**config.mk**
```make
export PLATFORM = sky130hd
export DESIGN_NAME = instruction_loader
export DESIGN_NICKNAME = d
export VERILOG_FILES = /design/src/rtl/instruction_loader.sv
export SDC_FILE = /design/constraint.sdc
export NUM_CORES = 1
export LEC_CHECK = 0
export ABC_AREA = 1
export CAP_MARGIN = 20
export CORE_UTILIZATION = 45
export DETAILED_ROUTE_END_ITERATION = 16
export PLACE_DENSITY = 0.81
export SLEW_MARGIN = 20
export SYNTH_ARGS = -nofsm -noshare
export SYNTH_HDL_FRONTEND = slang
export SYNTH_SLANG_ARGS = --single-unit
```
**constraint.sdc**
```tcl
create_clock -name clk -period 2.18 [get_ports clk]
set_input_delay 0.218 -clock clk [delete_from_list [all_inputs] [get_ports clk]]
set_output_delay 0.218 -clock clk [all_outputs]
set_load 0.005 [all_outputs]
```
**src/rtl/instruction_loader.sv**
```systemverilog
// instruction_loader: streams host words into the instruction memory
// external write port at sequential field addresses, one word per cycle.
//
// Ports:
//   clk, reset (async, active-low)
//   start, num_words, abort      : load request / cancel from controller
//   s_valid, s_data, s_ready     : host word stream (valid/ready)
//   wr_en/addr/data_ext_im       : registered instruction memory write port
//   busy, done, error            : status (done/error are one-cycle pulses)
//   checksum                     : wrapping word sum, only when
//                                  INSTR_LOADER_CHECKSUM_EN is defined,
//                                  otherwise tied to 0
module instruction_loader #(
    parameter int BIT_WIDTH_EXTERNAL_PORT = 32,
    parameter int IM_SIZE                 = 2,
    parameter int IM_FIELDS               = 2
) (
    input  logic                               clk,
    input  logic                               reset,
    input  logic                               start,
    input  logic [31:0]                        num_words,
    input  logic                               abort,
    input  logic                               s_valid,
    input  logic [31:0]                        s_data,
    output logic                               s_ready,
    output logic                               wr_en_ext_im,
    output logic [BIT_WIDTH_EXTERNAL_PORT-1:0] wr_addr_ext_im,
    output logic [BIT_WIDTH_EXTERNAL_PORT-1:0] wr_data_ext_im,
    output logic                               busy,
    output logic                               done,
    output logic                               error,
    output logic [31:0]                        checksum
);

    localparam logic [31:0] CAP = 32'(IM_SIZE * IM_FIELDS);

    typedef enum logic [1:0] {
        IDLE,
        LOAD,
        DONE
    } state_t;

    state_t      state;
    logic [31:0] count;
    logic [31:0] words;
    logic        hs;
    logic        last;
    logic        req_ok;
    logic        accept;

    // A handshake that coincides with abort is dropped entirely.
    assign hs     = s_valid && (state == LOAD) && !abort;
    assign last   = (count == words - 32'd1);
    assign req_ok = (num_words != 32'd0) && (num_words <= CAP);
    assign accept = (state == IDLE) && start && req_ok;

    assign s_ready = (state == LOAD);
    assign busy    = (state == LOAD);

    always_ff @(posedge clk or negedge reset) begin
        if (!reset) begin
            state          <= IDLE;
            count          <= '0;
            words          <= '0;
            wr_en_ext_im   <= 1'b0;
            wr_addr_ext_im <= '0;
            wr_data_ext_im <= '0;
            done           <= 1'b0;
            error          <= 1'b0;
        end else begin
            wr_en_ext_im <= 1'b0;
            done         <= 1'b0;
            error        <= 1'b0;
            unique case (state)
                IDLE: begin
                    if (start) begin
                        if (req_ok) begin
                            words <= num_words;
                            count <= '0;
                            state <= LOAD;
                        end else begin
                            error <= 1'b1;
                        end
                    end
                end
                LOAD: begin
                    if (abort) begin
                        state <= IDLE;
                    end else if (hs) begin
                        wr_en_ext_im   <= 1'b1;
                        wr_addr_ext_im <= BIT_WIDTH_EXTERNAL_PORT'(count);
                        wr_data_ext_im <= BIT_WIDTH_EXTERNAL_PORT'(s_data);
                        count          <= count + 32'd1;
                        if (last) begin
                            state <= DONE;
                            done  <= 1'b1;
                        end
                    end
                end
                DONE: begin
                    state <= IDLE;
                end
                default: begin
                    state <= IDLE;
                end
            endcase
        end
    end

`ifdef INSTR_LOADER_CHECKSUM_EN
    logic [31:0] sum_q;

    always_ff @(posedge clk or negedge reset) begin
        if (!reset) begin
            sum_q <= '0;
        end else if (accept) begin
            sum_q <= '0;
        end else if (hs) begin
            sum_q <= sum_q + s_data;
        end
    end

    assign checksum = sum_q;
`else
    assign checksum = '0;
`endif

endmodule

```
==> PnR_summary.wiki, run 1 <==
{| class="wikitable"
! Metric !! Value
|-
| Count of input and output buffers || roughly 140
|-
| Sum of negative setup slack || 0 ns
|-
| Largest net degree at the start of global routing || between 40 and 50
|-
| Commonest cells in the synthesized netlist || 335 x sky130_fd_sc_hd__nand2_1, 171 x sky130_fd_sc_hd__nor2_1, 133 x sky130_fd_sc_hd__dfrtp_1
|-
| Category of the worst setup path launch point || flop
|-
| Cell chosen for the clock root || sky130_fd_sc_hd__clkbuf_16
|-
| Switching power summed over all nets || 1.663 mW
|-
| Static leakage || 4.523 nW
|-
| I/O pin cnt || 170
|-
| Global-route wire length before repair || approximately 33000 um
|-
| Proportion of synthesized flip-flops having asynchronous set or reset || 100.0%
|-
| Clock tree buffer depth || 2
|-
| Biggest area consumer among synthesized cells || sky130_fd_sc_hd__dfrtp_1
|-
| Final slew viol count || 0
|-
| Fraction of power spent switching nets || 26.03%
|-
| Filler-free cell count of the finished design || roughly 1400
|-
| Number of antenna violations at the first check in global routing || 0
|-
| Sequential group share of total power || a little over two fifths
|-
| Largest stage delay on the critical path || 0.46 ns
|-
| Post-synthesis average cell area || a little over 7 sq um
|-
| WL/cell || approximately 14 um
|-
| Gate Count Post-Synth || around 1100
|-
| Post-synthesis cell type count || 38
|-
| Required time at the endpoint of the critical path || 2.47 ns
|-
| Area growth from synthesis to layout || 27.80%
|-
| Crit path top cell by count || sky130_fd_sc_hd__nand2_1
|-
| Critical path type || flop to flop
|-
| Class of the tightest hold or removal check || primary input to async pin
|-
| Iteration count of the initial detailed-routing pass || 6
|-
| Final setup violating endpoints || 0
|-
| HPWL after DPL || ~15000 um
|-
| Placer Congestion || between 0.9 and 1
|-
| Highest ir drop seen on vdd || roughly 0.57 mV
|-
| Most frequent cell after synthesis || sky130_fd_sc_hd__nand2_1
|-
| Number of synthesized flops with an enable pin || 0
|-
| Worst slack at placement || -0.02054 ns
|-
| Nets || ~1300
|-
| Fin. Hold Viols || 0
|-
| Final worst-path cycle share || a little over nine tenths
|-
| Comb pwr share || a little under an eighth
|-
| Primary flip-flop cell chosen by synthesis mapping || sky130_fd_sc_hd__dfrtp_1
|-
| Ratio of routed vias to standard cells || between 5 and 6
|-
| Number of buffer and inverter instances along the worst setup path || 0
|-
| Maximum Capacitance Violations || 0
|-
| TritonCTS buffer count || 17
|-
| Overall die height || 132.7 um
|-
| Final ANT Viol Nets || 0
|-
| Global-route usage over all layers || between 20% and 30%
|-
| CP endpoint kind || flop
|-
| Maximum clock rate || approximately 480 MHz
|-
| Flop and latch count out of synthesis || between 100 and 150
|-
| Via count of the first global-routing pass || roughly 7000
|-
| Fraction of synthesized cell area taken by the top area cell type || a little over two fifths
|-
| # clock sinks || 133
|-
| Area of the die || 0.01760 sq mm
|-
| Starting DRT DRC Count || around 540
|-
| RSZ-0062 raised after global routing || no
|-
| Register area share after synthesis || ~43%
|-
| Setup Fix Bufs, Post-CTS || 0
|-
| Insertion delay to the later sink of the worst-skew pair || about 0.42 ns
|-
| Synthesized cell area || ~0.0077 sq mm
|-
| Number of placement rows || 47
|-
| Internal power || around 4.7 mW
|-
| Minimum clock period || 2.066 ns
|-
| Layout cell share with drive strength beyond 1 || 7.927%
|-
| Clock tree from TritonCTS || yes
|-
| Power per cell area || 650.7 mW/mm^2
|-
| Initial core utilization || between 40 and 50%
|-
| Setup slack of the critical path after layout || between 0.1 and 0.15 ns
|-
| Synth top area cells || sky130_fd_sc_hd__dfrtp_1 43%, sky130_fd_sc_hd__nand2_1 16%, sky130_fd_sc_hd__nor2_1 8.4%, sky130_fd_sc_hd__inv_1 4.8%, sky130_fd_sc_hd__xor2_1 4.4%
|-
| Chain of cells forming the critical path || nor2_4 > nand2_2 > nor2_4 > nand2_1 > o21ai_0 > nand3_1 > nor2_1 > nand3_1 > nor2_2 > nand2_1 > nand2_1 > nand2_1
|-
| Maximum fanout encountered on the critical timing path || 6
|-
| Critical Path Slowest Stage Cell || sky130_fd_sc_hd__dfrtp_2
|-
| Placed Cells || roughly 1400
|-
| Area inside the core boundary || between 0.015 and 0.02 sq mm
|-
| Family with the most delay on the worst path || simple AND/OR/NAND/NOR gates
|-
| Width of the chip || around 130 um
|-
| Yosys warns || 0
|-
| Clock group share of total power || 45.1%
|-
| Setup Skew || 0.008895 ns
|-
| Final wirelength || 19870 um
|-
| Diodes inserted || 0
|-
| Arrival time reported for the critical path endpoint || between 2 and 2.5 ns
|-
| Depth of the CTS H-tree || 4
|-
| DRC violations left || 0
|-
| Result of the run || finished clean
|-
| Routed vias || 7168
|-
| Worst-path clk slew || roughly 0.060 ns
|-
| Total grt overflow || 0
|}
-- cell type report --
type,instances,area [sq um]
Clock inverter,15,168.9
Multi-Input combinational cell,787,3681
Timing Repair Buffer,155,1548
Clock buffer,17,425.4
Fill cell,1407,6824
Tap cell,220,275.3
Inverter,104,390.4
Sequential cell,133,3329
-- worst register-to-register path: stages, from the launching register on --
cell and delay, ns:
sky130_fd_sc_hd__dfrtp_2 0.46, sky130_fd_sc_hd__nor2_4 0.15, sky130_fd_sc_hd__nand2_2 0.08, sky130_fd_sc_hd__nor2_4 0.20, sky130_fd_sc_hd__nand2_1 0.15, sky130_fd_sc_hd__o21ai_0 0.21, sky130_fd_sc_hd__nand3_1 0.10, sky130_fd_sc_hd__nor2_1 0.13
sky130_fd_sc_hd__nand3_1 0.11, sky130_fd_sc_hd__nor2_2 0.15, sky130_fd_sc_hd__nand2_1 0.09, sky130_fd_sc_hd__nand2_1 0.07, sky130_fd_sc_hd__nand2_1 0.05
-- power groups by stage --
stage | clock network, mW | registers (mW) | logic (mW)
after floorplan | 0 | 2.75 | 0.332
after global placement | 0 | 2.78 | 0.737
after detailed placement | 0 | 2.78 | 0.754
after CTS | 2.93 | 2.74 | 0.763
after global routing | 3.03 | 2.76 | 0.845
final | 2.88 | 2.74 | 0.759
-- per-stage QoR --
step                      cell area, sq um  util, %  hold slack [ns]  total power [mW]
after CTS                             9812    58.96           0.2661             6.436
after floorplan                       7799        -         -0.07759             3.087
after global placement                9208    55.33           0.1591             3.514
after detailed placement              9208    55.33           0.1632             3.535
after global routing                  9818    59.00           0.3032             6.640
final                                 9818    59.00           0.2725             6.389
-- layer usage --
| layer | global-route usage, % | wire (um) | vias up |
|---|---|---|---|
| li1 | - | - | 3496 |
| met1 | 29.14 | 8536 | 3329 |
| met2 | 40.26 | 9562 | 306 |
| met3 | 5.747 | 1366 | 37 |
| met4 | 9.132 | 407 | 0 |
| met5 | 0 | 0 | - |
-- flip-flops by register name (all words and copies together), names as in the netlist --
signal / cells
done: 1
error: 1
wr_data_ext_im: 32
wr_en_ext_im: 1
count: 32
state: 2
words: 32
wr_addr_ext_im: 32
-- cells by family after synthesis --
logic type                 share of synthesized area, %
adders and majority gates                        0.3257
DFF                                               43.32
buffers and inverters                             10.41
xor gates and xnor gates                          6.042
and+or+nand+nor                                   35.39
AOI/OAI and AO/OA                                 4.463
other                                           0.04881
-- cells in the final DEF (no fill, tap or decap), types with 3 or more instances in the layout --
cell                              count
sky130_fd_sc_hd__o21ai_0             42
sky130_fd_sc_hd__nor2_4               8
sky130_fd_sc_hd__xnor2_1             14
sky130_fd_sc_hd__a21oi_1              4
sky130_fd_sc_hd__nor3_1              18
sky130_fd_sc_hd__o21ai_1             12
sky130_fd_sc_hd__nor2_2              14
sky130_fd_sc_hd__clkbuf_16           17
sky130_fd_sc_hd__dfrtp_1            132
sky130_fd_sc_hd__nand4_1             11
sky130_fd_sc_hd__nand3_1             43
sky130_fd_sc_hd__nor2_1             170
sky130_fd_sc_hd__xor2_1              39
sky130_fd_sc_hd__inv_1               99
sky130_fd_sc_hd__clkdlybuf4s50_1    136
sky130_fd_sc_hd__nor4_1              13
sky130_fd_sc_hd__conb_1              32
sky130_fd_sc_hd__buf_12               3
sky130_fd_sc_hd__buf_4               14
sky130_fd_sc_hd__o21bai_1             3
sky130_fd_sc_hd__nand2_1            335
sky130_fd_sc_hd__nor3b_1              4
sky130_fd_sc_hd__nand2_2              7
sky130_fd_sc_hd__nor3_2               4
sky130_fd_sc_hd__inv_6                5
sky130_fd_sc_hd__inv_2                4
-- path summary, 6_finish.rpt --
kind	from	end	slack (ns)	depth (start not counted)
worst max-delay path	words[3]	state[0]	0.11	12
worst min-delay path	reset	words[28]	0.27	2
worst max register to register	words[3]	state[0]	0.11	12
worst min register to register	wr_addr_ext_im[31]	wr_addr_ext_im[31]	0.47	2
max in group asynchronous	reset	words[3]	1.15	3
min in group clk	s_data[31]	wr_data_ext_im[31]	0.33	3
-- repair_timing --
action	CTS	global route
endpoints found under the setup margin	0	1
gates resized for setup	0	3
hold buffers	1	0
hold endpoints to repair	40	0
(Power assumes the default switching activity.)
==> run 2: changes to the inputs <==
Settings changed: CTS_BUF_LIST set to sky130_fd_sc_hd__clkbuf_8 sky130_fd_sc_hd__clkbuf_16, GPL_ROUTABILITY_DRIVEN set to 1, TNS_END_PERCENT set to 50.
==> results of run 2 <==
Final layout, timing and power as in run 1 (identical DEF).
